--- config.mk ---
export PLATFORM = sky130hd
export DESIGN_NAME = puf_codeword_assembler
export DESIGN_NICKNAME = d
export VERILOG_FILES = /design/src/rtl/puf_codeword_assembler_pkg.sv /design/src/rtl/puf_ecc_fetch.sv /design/src/rtl/puf_codeword_assembler.sv
export SDC_FILE = /design/constraint.sdc
export NUM_CORES = 1
export LEC_CHECK = 0
export CAP_MARGIN = 20
export CORE_ASPECT_RATIO = 1.2
export CORE_MARGIN = 2
export CORE_UTILIZATION = 42
export DETAILED_ROUTE_END_ITERATION = 8
export PLACE_DENSITY = 0.83
export SYNTH_ARGS = -nofsm -noshare
export SYNTH_HDL_FRONTEND = slang
export SYNTH_SLANG_ARGS = --single-unit
--- constraint.sdc ---
create_clock -name I_clk -period 1.36 [get_ports I_clk]
set_input_delay 0.204 -clock I_clk [delete_from_list [all_inputs] [get_ports I_clk]]
set_output_delay 0.204 -clock I_clk [all_outputs]
set_load 0.005 [all_outputs]
--- src/rtl/puf_codeword_assembler_pkg.sv ---
// -----------------------------------------------------------------------------
// puf_codeword_assembler_pkg
// Shared definitions for the PUF codeword assembler:
//   - FSM state encoding (3-bit legacy-compatible constants)
//   - ceil_div(): byte count needed to hold the ECC field
//   - idx_w():    safe index width for a count (never 0 bits)
//   - code_bits(): codeword width {data, ecc}, also usable by decoder benches
// -----------------------------------------------------------------------------
package puf_codeword_assembler_pkg;

  localparam logic [2:0] S_IDLE    = 3'd0;
  localparam logic [2:0] S_COLLECT = 3'd1;
  localparam logic [2:0] S_FETCH   = 3'd2;
  localparam logic [2:0] S_LAUNCH  = 3'd3;
  localparam logic [2:0] S_WAIT    = 3'd4;
  localparam logic [2:0] S_DONE    = 3'd5;

  function automatic int ceil_div(input int a, input int b);
    return (a + b - 1) / b;
  endfunction

  function automatic int idx_w(input int n);
    return (n > 1) ? $clog2(n) : 1;
  endfunction

  function automatic int code_bits(input int data_bits, input int ecc_bits);
    return data_bits + ecc_bits;
  endfunction

endpackage

--- src/rtl/puf_ecc_fetch.sv ---
// -----------------------------------------------------------------------------
// puf_ecc_fetch
// Reads ceil(ECC_BITS/MEM_DA_B) helper bytes from a byte-wide memory with a
// one-cycle read latency and packs them LSB-first into o_ecc. Bits of the
// last byte beyond ECC_BITS are dropped.
// Ports:
//   i_clk, i_rst_n   clock / async active-low reset
//   i_go             one-cycle request, sampled at the edge that starts reads
//   i_base           address of the first ECC byte
//   o_rd, o_addr     memory read strobe / address
//   i_data           read data, valid the cycle after o_rd
//   o_ecc            assembled ECC vector (held until the next fetch)
//   o_done           high in the cycle the last byte is on i_data
// -----------------------------------------------------------------------------
module puf_ecc_fetch
  import puf_codeword_assembler_pkg::*;
#(
  parameter int ECC_BITS = 10,
  parameter int MEM_AD_B = 5,
  parameter int MEM_DA_B = 8
) (
  input  logic                i_clk,
  input  logic                i_rst_n,
  input  logic                i_go,
  input  logic [MEM_AD_B-1:0] i_base,
  output logic                o_rd,
  output logic [MEM_AD_B-1:0] o_addr,
  input  logic [MEM_DA_B-1:0] i_data,
  output logic [ECC_BITS-1:0] o_ecc,
  output logic                o_done
);

  localparam int NB = ceil_div(ECC_BITS, MEM_DA_B);
  localparam int IW = idx_w(NB);

  logic                r_rd;
  logic [MEM_AD_B-1:0] r_addr;
  logic [IW-1:0]       r_idx;   // index of the byte being requested
  logic                r_pend;  // data for byte r_pidx arrives this cycle
  logic [IW-1:0]       r_pidx;
  logic [ECC_BITS-1:0] r_ecc;

  always_ff @(posedge i_clk or negedge i_rst_n) begin
    if (!i_rst_n) begin
      r_rd   <= 1'b0;
      r_addr <= '0;
      r_idx  <= '0;
      r_pend <= 1'b0;
      r_pidx <= '0;
      r_ecc  <= '0;
    end else begin
      r_pend <= 1'b0;
      if (i_go) begin
        r_rd   <= 1'b1;
        r_addr <= i_base;
        r_idx  <= '0;
      end else if (r_rd) begin
        r_pend <= 1'b1;
        r_pidx <= r_idx;
        if (r_idx == IW'(NB - 1)) begin
          r_rd   <= 1'b0;
          r_addr <= '0;
        end else begin
          r_idx  <= r_idx + 1'b1;
          r_addr <= r_addr + 1'b1;
        end
      end
      // Per-bit write: only bits that belong to the returning byte update,
      // which discards the unused top bits of the final byte for free.
      if (r_pend) begin
        for (int i = 0; i < ECC_BITS; i++) begin
          if (r_pidx == IW'(i / MEM_DA_B))
            r_ecc[i] <= i_data[i % MEM_DA_B];
        end
      end
    end
  end

  assign o_rd   = r_rd;
  assign o_addr = r_addr;
  assign o_ecc  = r_ecc;
  assign o_done = r_pend && (r_pidx == IW'(NB - 1));

endmodule

--- src/rtl/puf_codeword_assembler.sv ---
// -----------------------------------------------------------------------------
// puf_codeword_assembler
// Collects DATA_BITS PUF response bits, fetches the stored ECC helper bytes,
// presents {data, ecc} to the BCH decoder and runs the start/ready handshake.
// Optional watchdog: define PUF_ASM_TIMEOUT_EN to abort LAUNCH/WAIT after
// TIMEOUT cycles with a one-cycle O_err pulse.
// Ports:
//   I_clk, I_rst_n            clock / async active-low reset
//   I_start                   begin request (IDLE only)
//   I_resp_bit, I_resp_valid  serial PUF response, MSB of data first
//   O_mem_rd, O_mem_addr      helper memory read port
//   I_mem_data                read data, one cycle after O_mem_rd
//   O_code                    codeword to decoder; stable LAUNCH..next COLLECT
//   O_dec_start, I_dec_ready  decoder handshake
//   O_busy, O_done, O_err     status
// -----------------------------------------------------------------------------
module puf_codeword_assembler
  import puf_codeword_assembler_pkg::*;
#(
  parameter int DATA_BITS = 5,
  parameter int ECC_BITS  = 10,
  parameter int MEM_AD_B  = 5,
  parameter int MEM_DA_B  = 8,
  parameter int ECC_BASE  = 0,
  parameter int TIMEOUT   = 255,
  localparam int CODE_BITS = code_bits(DATA_BITS, ECC_BITS)
) (
  input  logic                 I_clk,
  input  logic                 I_rst_n,
  input  logic                 I_start,
  input  logic                 I_resp_bit,
  input  logic                 I_resp_valid,
  output logic                 O_mem_rd,
  output logic [MEM_AD_B-1:0]  O_mem_addr,
  input  logic [MEM_DA_B-1:0]  I_mem_data,
  output logic [CODE_BITS-1:0] O_code,
  output logic                 O_dec_start,
  input  logic                 I_dec_ready,
  output logic                 O_busy,
  output logic                 O_done,
  output logic                 O_err
);

  localparam int CW = $clog2(DATA_BITS + 1);

  if (TIMEOUT < 1) begin : g_cfg_check
    $error("puf_codeword_assembler: TIMEOUT must be >= 1");
  end

  logic [2:0]           r_state;
  logic [2:0]           w_nxt;
  logic [CW-1:0]        r_cnt;
  logic [DATA_BITS-1:0] r_data;
  logic                 w_go;
  logic                 w_fdone;
  logic                 w_to;
  logic [ECC_BITS-1:0]  w_ecc;

  puf_ecc_fetch #(
    .ECC_BITS (ECC_BITS),
    .MEM_AD_B (MEM_AD_B),
    .MEM_DA_B (MEM_DA_B)
  ) u_fetch (
    .i_clk   (I_clk),
    .i_rst_n (I_rst_n),
    .i_go    (w_go),
    .i_base  (MEM_AD_B'(ECC_BASE)),
    .o_rd    (O_mem_rd),
    .o_addr  (O_mem_addr),
    .i_data  (I_mem_data),
    .o_ecc   (w_ecc),
    .o_done  (w_fdone)
  );

`ifdef PUF_ASM_TIMEOUT_EN
  localparam int WW = $clog2(TIMEOUT + 1);
  logic [WW-1:0] r_wd;
  logic          w_wd_run;

  assign w_wd_run = (r_state == S_LAUNCH) || (r_state == S_WAIT);
  assign w_to     = w_wd_run && (r_wd == WW'(TIMEOUT));

  // Cleared on every state change so LAUNCH and WAIT each get a full budget.
  always_ff @(posedge I_clk or negedge I_rst_n) begin
    if (!I_rst_n)              r_wd <= '0;
    else if (w_nxt != r_state) r_wd <= '0;
    else if (w_wd_run)         r_wd <= r_wd + 1'b1;
  end
`else
  assign w_to = 1'b0;
`endif

  always_comb begin
    w_nxt = r_state;
    w_go  = 1'b0;
    case (r_state)
      S_IDLE:    if (I_start) w_nxt = S_COLLECT;
      S_COLLECT: if (I_resp_valid && (r_cnt == CW'(DATA_BITS - 1))) begin
                   w_nxt = S_FETCH;
                   w_go  = 1'b1;
                 end
      S_FETCH:   if (w_fdone) w_nxt = S_LAUNCH;
      S_LAUNCH:  if (!I_dec_ready) w_nxt = S_WAIT;
      S_WAIT:    if (I_dec_ready) w_nxt = S_DONE;
      S_DONE:    w_nxt = S_IDLE;
      default:   w_nxt = S_IDLE;
    endcase
    if (w_to) w_nxt = S_IDLE;
  end

  always_ff @(posedge I_clk or negedge I_rst_n) begin
    if (!I_rst_n) begin
      r_state <= S_IDLE;
      r_cnt   <= '0;
      r_data  <= '0;
    end else begin
      r_state <= w_nxt;
      if (r_state == S_IDLE && I_start) begin
        r_cnt <= '0;
      end else if (r_state == S_COLLECT && I_resp_valid) begin
        r_data <= {r_data[DATA_BITS-2:0], I_resp_bit};
        r_cnt  <= r_cnt + 1'b1;
      end
    end
  end

  assign O_code      = {r_data, w_ecc};
  // Start is withdrawn combinationally the first cycle ready is seen low.
  assign O_dec_start = (r_state == S_LAUNCH) && I_dec_ready && !w_to;
  assign O_busy      = (r_state != S_IDLE);
  assign O_done      = (r_state == S_DONE);
  assign O_err       = w_to;

endmodule

-- After elaboration in Yosys (flattened, before gate mapping)
Index checks and enable logic that the tools add are counted.
- add/sub/neg operators: 3
- equality and inequality tests: 11
- multiplexer cells: 21
- bitwise gates (word level): 3
- reductions and logical operators: 14
- operators by type and width (cell ; count):
    2-to-1 mux 3 bit ; 7
    2-to-1 mux 5 bit ; 3
    one-hot mux 3 bit (5 select lines) ; 1
    2-to-1 mux 1 bit ; 10
    equality test 3 bit, second input constant ; 3
    inequality test 2 bit, second input constant ; 4
    AND reduction 2 bit ; 4
    equality test 3 x 2 -> 1 bit, second input constant ; 2
    adder 5 x 1 -> 5 bit, second input constant ; 1
    logical AND 1 bit ; 5
    AND reduction 5 bit ; 1
    nonzero test 2 bit ; 2
    adder 3 x 1 -> 3 bit, second input constant ; 1
    equality test 3 x 1 -> 1 bit, second input constant ; 1
    zero test 3 bit ; 1
    inverter 1 bit ; 3
    nonzero test 3 bit ; 1
    inequality test 2 x 1 -> 1 bit, second input constant ; 1
    adder 1 bit, second input constant ; 1
- bits in registers: 30
- input bits: 14
- output and inout bits: 25

-- Depth between registers and ports, before layout
Gate-level depths: netlist (run 1).
- depth in word-level cells: 6
- gate-level depth with buffers: 5

-- Cells and area by module
A second synthesis (run 1) with hierarchy kept.
- cells, all modules: 119
- area total of the unflattened synthesis: 1360.1 sq um
- modules (own cells, without submodules) (module ; times used ; cells each ; area an instance (sq um) ; sequential area each (sq um)):
    puf_ecc_fetch ; 1 ; 68 ; 805.8 ; 475.5
    puf_codeword_assembler ; 1 ; 51 ; 554.3 ; 275.3

-- Least setup slack after synthesis (run 1)
No wires, ideal clock.
- path type: reg-to-reg
- start: register r_state[1]
- end: register u_fetch.r_pidx
- data arrival time: 1.179 ns
- required time: 1.232 ns
- slack: 0.054 ns
- cell stages (with the launch flop): 5
- clock period less this slack: 1.306 ns
- cell sequence: dfrtp_1 > nand4bb_1 > buf_2 > o21ai_1 > mux2_1
- word-level cells in the longest chain between the ends: 4
- RTL lines (item ; line ; source):
    start: declaration ; puf_codeword_assembler.sv:50 ; logic [2:0] r_state;
    start signal: assignment ; puf_codeword_assembler.sv:117 ; r_state <= w_nxt;
    equality test 3 x 1 -> 1 bit ; puf_codeword_assembler.sv:96 ; case (r_state)
    2-to-1 mux 1 bit ; puf_codeword_assembler.sv:96 ;
    inverter 1 bit (no line) ; -- ;
    AND reduction 2 bit (no line) ; -- ;
    end signal: assignment ; puf_ecc_fetch.sv:59 ; r_pidx <= r_idx;
    end: declaration ; puf_ecc_fetch.sv:40 ; logic [IW-1:0] r_pidx;
No other way between the ends.
A chain may end at the register's enable or synchronous reset.

-- Final worst setup path (run 1)
- start: register r_state[1]
- end: register r_cnt[2]
- word-level cells in the longest chain between the ends: 3
- RTL lines (item ; line ; source):
    equality test 3 x 1 -> 1 bit / zero test 3 bit (equally long branches) ; puf_codeword_assembler.sv:120, puf_codeword_assembler.sv:118 ;
    logical AND 1 bit, on equally long branches ; puf_codeword_assembler.sv:120, puf_codeword_assembler.sv:118 ;
    nonzero test 2 bit (no line) / 2-to-1 mux 3 bit (equally long branches) ; -- ;
    end signal: assignment ; puf_codeword_assembler.sv:122 ; r_cnt <= r_cnt + 1'b1;
    end: declaration ; puf_codeword_assembler.sv:52 ; logic [CW-1:0] r_cnt;
Several ways; a longest one is shown, not always the timed one.

==> results of run 1 <==
sequential cells by signal, indices dropped and copies added, names as in the netlist:
name,cells
u_fetch.o_ecc,10
r_data,5
u_fetch.o_addr,5
r_cnt,3
r_state,3
u_fetch.o_rd,1
u_fetch.r_idx,1
u_fetch.r_pend,1
u_fetch.r_pidx,1
cell families (layout without fill, tap and decap cells):
kind of cell | after synthesis | in the layout | share of synthesized area
compound gates | 17 | 17 | 0.0753
fa+ha+maj | 3 | 3 | 0.0272
buf+inv | 12 | 91 | 0.0399
flops | 30 | 30 | 0.544
mux | 14 | 14 | 0.113
other cells | 1 | 1 | 0.00272
simple gates | 52 | 52 | 0.198
layer usage:
metal  routed length, um  GRT usage  vias to the layer above
li1                    -          -                      596
met1                1260      0.207                      601
met2                1970      0.399                       42
met3                 209     0.0641                        8
met4                  55     0.0714                        0
met5                   0          0                        -
synth_stat cells, types with 2 or more instances:
master and n:
nor2_1 9, nand3_1 4, or3_1 3, ha_1 3
inv_1 5, buf_2 5, a21oi_1 6, nand2_1 22
mux2_2 11, dfrtp_1 30, mux2_1 2, nand2b_1 2
nor2b_1 2, o21ai_0 4, nor3b_1 3
area by class of cell:
class,count,area (um^2)
inverter,5,18.8
timing repair buffer,78,659
tap,36,45.0
clock buffer,7,55.1
clock inverter,1,5.00
fill,243,931
sequential,30,753
multi-input combinational,87,643
report_power, final:
group          switching, W  internal, W  total [W]
Clock              0.000308     0.000250   0.000558
Sequential         0.000194      0.00122    0.00141
Combinational      0.000825      0.00120    0.00202
worst reg2reg max path, stage by stage, from the launching register on:
cell	delay (ns)
dfrtp_2	0.44
buf_6	0.13
nand4bb_4	0.23
buf_6	0.15
or3_4	0.33
a21oi_2	0.12
timing repair:
item | 4_1_cts | 5_1_grt
gates resized for setup | 46 | 10
endpoints found under the setup margin | 28 | 19
pin swaps | 6 | 4
setup buffers | 22 | 1
path summary, 6_finish.rpt:
path / startpoint / endpoint / slack (ns) / depth (start not counted)
max in group asynchronous: I_rst_n / r_state[2] / 0.81 / 2
worst max-delay path: r_state[1] / r_cnt[2] / -0.11 / 5
worst max register to register: r_state[1] / r_cnt[2] / -0.11 / 5
worst min register to register: r_data[4] / r_data[4] / 0.49 / 2
worst min-delay path: I_rst_n / u_fetch.o_ecc[3] / 0.25 / 2
min in group I_clk: I_resp_bit / r_data[0] / 0.41 / 3
metrics by stage:
| step | instance area (um^2) | utilization | TNS (ns) | power, W | instances |
|---|---|---|---|---|---|
| global placement | 1900 | 0.611 | -0.919 | 0.00300 | 214 |
| finish | 2180 | 0.701 | -0.459 | 0.00399 | 244 |
| CTS | 2140 | 0.689 | -0.378 | 0.00389 | 244 |
| floorplan | 1380 | - | 0 | 0.00217 | 129 |
| global route | 2180 | 0.701 | -0.791 | 0.00428 | 244 |
| detailed placement | 1900 | 0.611 | -1.43 | 0.00310 | 214 |
==> key figures, run 1 <==
Status
  – Status: complete, but fails checks
  – Violated checks: negative setup slack

Detailed routing
  – Routed vias: 1,247
  – Antenna Nets Post-Route: 0
  – Drt drc: 0
  – DRT Wirelength: 3.49 mm
  – WL per Instance: 14.3 um
  – DR iter-0 viols: 13
  – Via density: 5.11
  – 1st-pass router iterations: 4

STA
  – WHS: 0.247 ns
  – Setup Skew: 0.00794 ns
  – Final cycle utilization of the critical path: 1.08
  – Final hold violation count: 0
  – Final WS setup: -0.107 ns
  – Min Tclk post-route: 1.47 ns
  – Finish-stage setup viols: 6
  – Fin. max-slew vios: 0
  – RSZ-0062 raised after global routing: true
  – Fmax: 0.682 GHz

Clock tree
  – Root buffer cell: clkbuf_4
  – H-tree Lvls: 2
  – CTS buffer count: 5
  – TritonCTS clock tree: built
  – CTS Buffer Depth: 2
  – Hold buffer count at CTS: 0
  – Worst-Skew Late Latency: 0.34 ns
  – Clk pin slew, worst setup/hold paths: 0.10 ns
  – TritonCTS sink count: 30

Logic synthesis
  – Area leader, netlist: dfrtp_1
  – Main flop type after synthesis: dfrtp_1
  – Synthesized area: 1380 um^2
  – Top-area cell type share of the netlist area: 0.544
  – Post-synthesis register bit count: 30
  – Sequential element share of the synthesized area: 0.544
  – Async SR Flop Fraction: 1.00
  – Post-Syn Nets: 146
  – Synth warn: 0
  – Area contributors post-synth: dfrtp_1, mux2_2, nand2_1
  – Distinct cells, synth: 33
  – Syn Inst Count: 129
  – Post-Syn Area per Cell: 10.7 um^2
  – Number of synthesized flops with an enable pin: 0

Setup path
  – Critical Path RT: 1.63 ns
  – Arrival time worst endpoint: 1.73 ns
  – Buffers & Inverters on Critical Path: 2
  – Most frequent CP cell: buf_6
  – Critical Path Max Stage Delay: 0.44 ns
  – Crit start category: register
  – Worst Setup Path Type: register to register
  – Critical path cell sequence: buf_6, nand4bb_4, buf_6, or3_4, a21oi_2
  – Max Fanout on Critical Path: 4
  – Crit-path leading delay family: simple AND/OR/NAND/NOR gates
  – Crit end category: register
  – CP max-delay cell: dfrtp_2

Placement
  – Final Wtd Congestion: 0.766
  – Post-detail-place hpwl: 2.23 mm
  – Pre-CTS setup slack: -0.340 ns
  – Input/output buffers: 37

Die
  – Vert. Die Dim: 66.8 um
  – IO Pins: 39
  – Die ar.: 3760 um^2
  – # rows: 22
  – Core region area: 3110 um^2
  – Initial Util: 0.444
  – Die width: 56.3 um

Final layout
  – Most frequent cells in the layout: buf_4, dfrtp_1, nand2_1, dlygate4sd2_1, clkdlybuf4s50_1
  – Share of layout cells above drive strength 1: 0.365
  – Commonest non-fill, non-tap cell in the layout: buf_4
  – NumNets Final: 224
  – Diodes inserted: 0
  – P&R area growth vs syn: 57.9%

Global routing
  – Initial antenna violation count: 0
  – Number of global-route vias before repair: 1,336
  – First-pass GRT wire length: 5.87 mm
  – Grt ovf: 0
  – GRT Overall Usage: 0.206
  – Largest net degree at the start of global routing: 31

Power
  – Static Leak: 1.13 nW
  – Pwr/cell area: 1830 nW/um^2
  – Worst vdd ir: 1360 uV

Min path
  – Hold Crit Class: primary input to async pin

Flow run
  – Maxcap violations: 0
(Power assumes the default switching activity.)
==> inputs of run 2 (changes only) <==
--- a/config.mk
+++ b/config.mk
@@ -10,6 +10,7 @@
 export CORE_MARGIN = 2
 export CORE_UTILIZATION = 42
 export DETAILED_ROUTE_END_ITERATION = 8
+export GPL_ROUTABILITY_DRIVEN = 0
 export PLACE_DENSITY = 0.83
 export SYNTH_ARGS = -nofsm -noshare
 export SYNTH_HDL_FRONTEND = slang
==> results of run 2 <==
No change in the layout: final DEF, timing and power equal those of run 1.
==> inputs of run 3 (changes only) <==
--- a/config.mk
+++ b/config.mk
@@ -7,11 +7,12 @@
 export LEC_CHECK = 0
 export CAP_MARGIN = 20
 export CORE_ASPECT_RATIO = 1.2
-export CORE_MARGIN = 2
 export CORE_UTILIZATION = 42
+export CTS_BUF_LIST = sky130_fd_sc_hd__clkbuf_16
 export DETAILED_ROUTE_END_ITERATION = 8
 export GPL_ROUTABILITY_DRIVEN = 0
 export PLACE_DENSITY = 0.83
+export SKIP_CTS_REPAIR_TIMING = 1
 export SYNTH_ARGS = -nofsm -noshare
 export SYNTH_HDL_FRONTEND = slang
 export SYNTH_SLANG_ARGS = --single-unit
==> run 3 against run 2 <==
Effect of this change:
- the flow still finishes with violations (negative setup slack)
- flip-flop and latch count unchanged
- count of clock-buffer cells in the layout down 2
- global-route usage down 0.72 points
- via count up 0.40%
- clock power up 120%
- fmax down 2.5%
- sequential power up 4%
- sequential share of layout area down 2.0 points
- non-clock buffer count down 6
- combinational power up 2%
- first-iteration DRC count up 130%
- largest cell class unchanged
- largest power group unchanged
- highest routed layer unchanged
==> key figures, run 3 (synthesis gave the netlist of run 1 again) <==
Final layout
  – Area of the multi-input gates: 659 um^2 (+2.5%)
  – Sequential cell area: 756 um^2 (+0.33%)
  – Filler cells: 206 (-15%)
  – Non-Filler Instances: 238 (-2.5%)
  – NumNets Final: 218 (-2.7%)
  – Share of layout cells above drive strength 1: 0.371 (+0.00590)
  – Diodes inserted: 0 (unchanged)
  – Max reg flops: 10 (unchanged)
  – Most frequent cells in the layout: buf_4, dfrtp_1, clkdlybuf4s50_1
  – P&R area growth vs syn: 68.4%

Global routing
  – GRT Overall Usage: 0.199 (-0.00722)
  – First-pass GRT wire length: 4.92 mm (-16%)
  – Largest net degree at the start of global routing: 31 (unchanged)
  – Number of global-route vias before repair: 1,131 (-15%)
  – Initial antenna violation count: 0 (unchanged)
  – Grt ovf: 0 (unchanged)

STA
  – Final WS setup: -0.144 ns (-0.0376 ns)
  – Fmax: 0.665 GHz (-2.5%)
  – Fin. max-slew vios: 0 (unchanged)
  – Final hold violation count: 0 (unchanged)
  – RSZ-0062 raised after global routing: true
  – Setup Skew: 0.00552 ns (-0.00242 ns)
  – Finish-stage setup viols: 15 (+9)
  – Setup_tns: -0.753 ns (-0.294 ns)
  – Final cycle utilization of the critical path: 1.11 (+0.0276)
  – Min Tclk post-route: 1.50 ns (+0.0376 ns)

Setup path
  – Critical path cell sequence: buf_6, buf_6, and4bb_4, nor2_4, mux2_2
  – Worst Setup Path Type: register to register
  – Flop-to-flop setup slack: -0.14 ns (-0.04 ns)
  – Reg2Reg Depth: 5 (unchanged)
  – Arrival time worst endpoint: 1.66 ns (-0.07 ns)
  – Critical Path Max Stage Delay: 0.45 ns (about the same)
  – Crit start category: register
  – CP max-delay cell: dfrtp_2
  – Most frequent CP cell: buf_6
  – Worst Setup EP: r_cnt[0]
  – R2r startpoint: r_state[1]
  – Crit end category: register
  – Setup crit start: r_state[1]
  – Max Fanout on Critical Path: 6 (+2)
  – Reg2reg end: r_cnt[0]
  – Critical Path RT: 1.52 ns (-0.11 ns)

Clock tree
  – Root buffer cell: clkbuf_16
  – CTS buffer count: 5 (unchanged)
  – Clk pin slew, worst setup/hold paths: 0.05 ns (-0.05 ns)
  – TritonCTS clock tree: built
  – CTS Buffer Depth: 2 (unchanged)
  – H-tree Lvls: 2 (unchanged)
  – Worst-Skew Late Latency: 0.27 ns (-0.07 ns)
  – TritonCTS sink count: 30 (unchanged)

Detailed routing
  – Drt drc: 0 (unchanged)
  – Routed vias: 1,252 (+0.40%)
  – Via density: 5.26 (+2.9%)
  – DRT Wirelength: 3.73 mm (+6.8%)
  – WL per Instance: 15.7 um (+9.5%)
  – Antenna Nets Post-Route: 0 (unchanged)
  – 1st-pass router iterations: 4 (unchanged)
  – DR iter-0 viols: 30 (+17)

Power
  – Psw: 0.00142 W (+7.0%)
  – Worst vdd ir: 1350 uV (-1.1%)
  – Switching Fraction: 0.298 (-0.0341)
  – Pint: 0.00334 W (+25%)
  – Static Leak: 1.21 nW (+6.7%)
  – Logic pwr share: 0.436 (-0.070)
  – Total power: 0.00476 W (+19%)
  – Seq pwr share: 0.309 (-0.045)
  – Clk network pwr share: 0.255 (+0.115)
  – Pwr/cell area: 2050 nW/um^2 (+12%)

Die
  – IO Pins: 39 (unchanged)
  – Vert. Die Dim: 64.8 um (-3.0%)
  – Die ar.: 3520 um^2 (-6.4%)
  – # rows: 22 (unchanged)
  – Initial Util: 0.448 (+0.00396)
  – Core region area: 3080 um^2 (-0.88%)
  – Die width: 54.3 um (-3.6%)

Placement
  – Input/output buffers: 37 (unchanged)
  – Post-detail-place hpwl: 2.19 mm (-2.1%)
  – Placed Cells: 213 (-0.47%)

Status
  – Status: complete, but fails checks
  – Violated checks: negative setup slack

Flow run
  – Maxcap violations: 0 (unchanged)

Min path
  – Hold Crit Class: primary input to async pin
==> run 3: changes by cell type in the layout (fill, tap and decap cells not counted), moves of 3 or more <==
cell / change
clkbuf_16: +5
nor2_1: -3
clkdlybuf4s50_1: +12
buf_4: -9
clkbuf_4: -5
dlygate4sd2_1: -21
dlymetal6s2s_1: +9
==> run 3: through the flow <==
stage	hold WS (ns)	util	worst slack, ns	area, um^2
after floorplan	-0.0916	-	0.0539	1380
after global placement	0.460	0.619	-0.289	1910
after detailed placement	0.467	0.619	-0.322	1910
after CTS	0.293	0.671	-0.452	2070
after global routing	0.313	0.754	-0.169	2320
final	0.283	0.754	-0.144	2320
==> run 3: area by class of cell <==
cell class,instances,area share
multi-input combinational,87,0.284
inverter,5,0.00807
sequential,30,0.325
clock buffer,5,0.0538
clock inverter,3,0.0161
timing repair buffer,72,0.294
tap,36,0.0194
==> run 3: how the worst min path moves through the flow <==
stage / start / depth (start not counted) / end / slack [ns]
final: I_rst_n / 2 / r_state[0] / 0.28
after global routing: I_rst_n / 2 / r_state[0] / 0.31
after CTS: I_rst_n / 2 / u_fetch.o_ecc[7] / 0.29
after detailed placement: r_data[4] / 2 / r_data[4] / 0.47
after global placement: r_data[4] / 2 / r_data[4] / 0.46
after floorplan: I_rst_n / 0 / r_cnt[0] / -0.09
==> run 3: routing by layer <==
layer,GRT usage,wire [um]
met3,0.0681,118
met2,0.314,2120
met5,0,0
met1,0.234,1430
met4,0.0962,55
==> run 3: worst max-delay path, delay by kind of cell, from the launching register on <==
family,cells,cell delay [ns]
buf+inv,2,0.25
flops,1,0.45
mux,1,0.27
simple gates,2,0.41
==> run 3: power groups by stage <==
stage / registers, W / clock network (W) / logic, W
after floorplan: 0.00146 / 0 / 0.000712
after global placement: 0.00147 / 0 / 0.00156
after detailed placement: 0.00149 / 0 / 0.00162
after CTS: 0.00148 / 0.00123 / 0.00163
after global routing: 0.00151 / 0.00127 / 0.00222
final: 0.00147 / 0.00121 / 0.00207
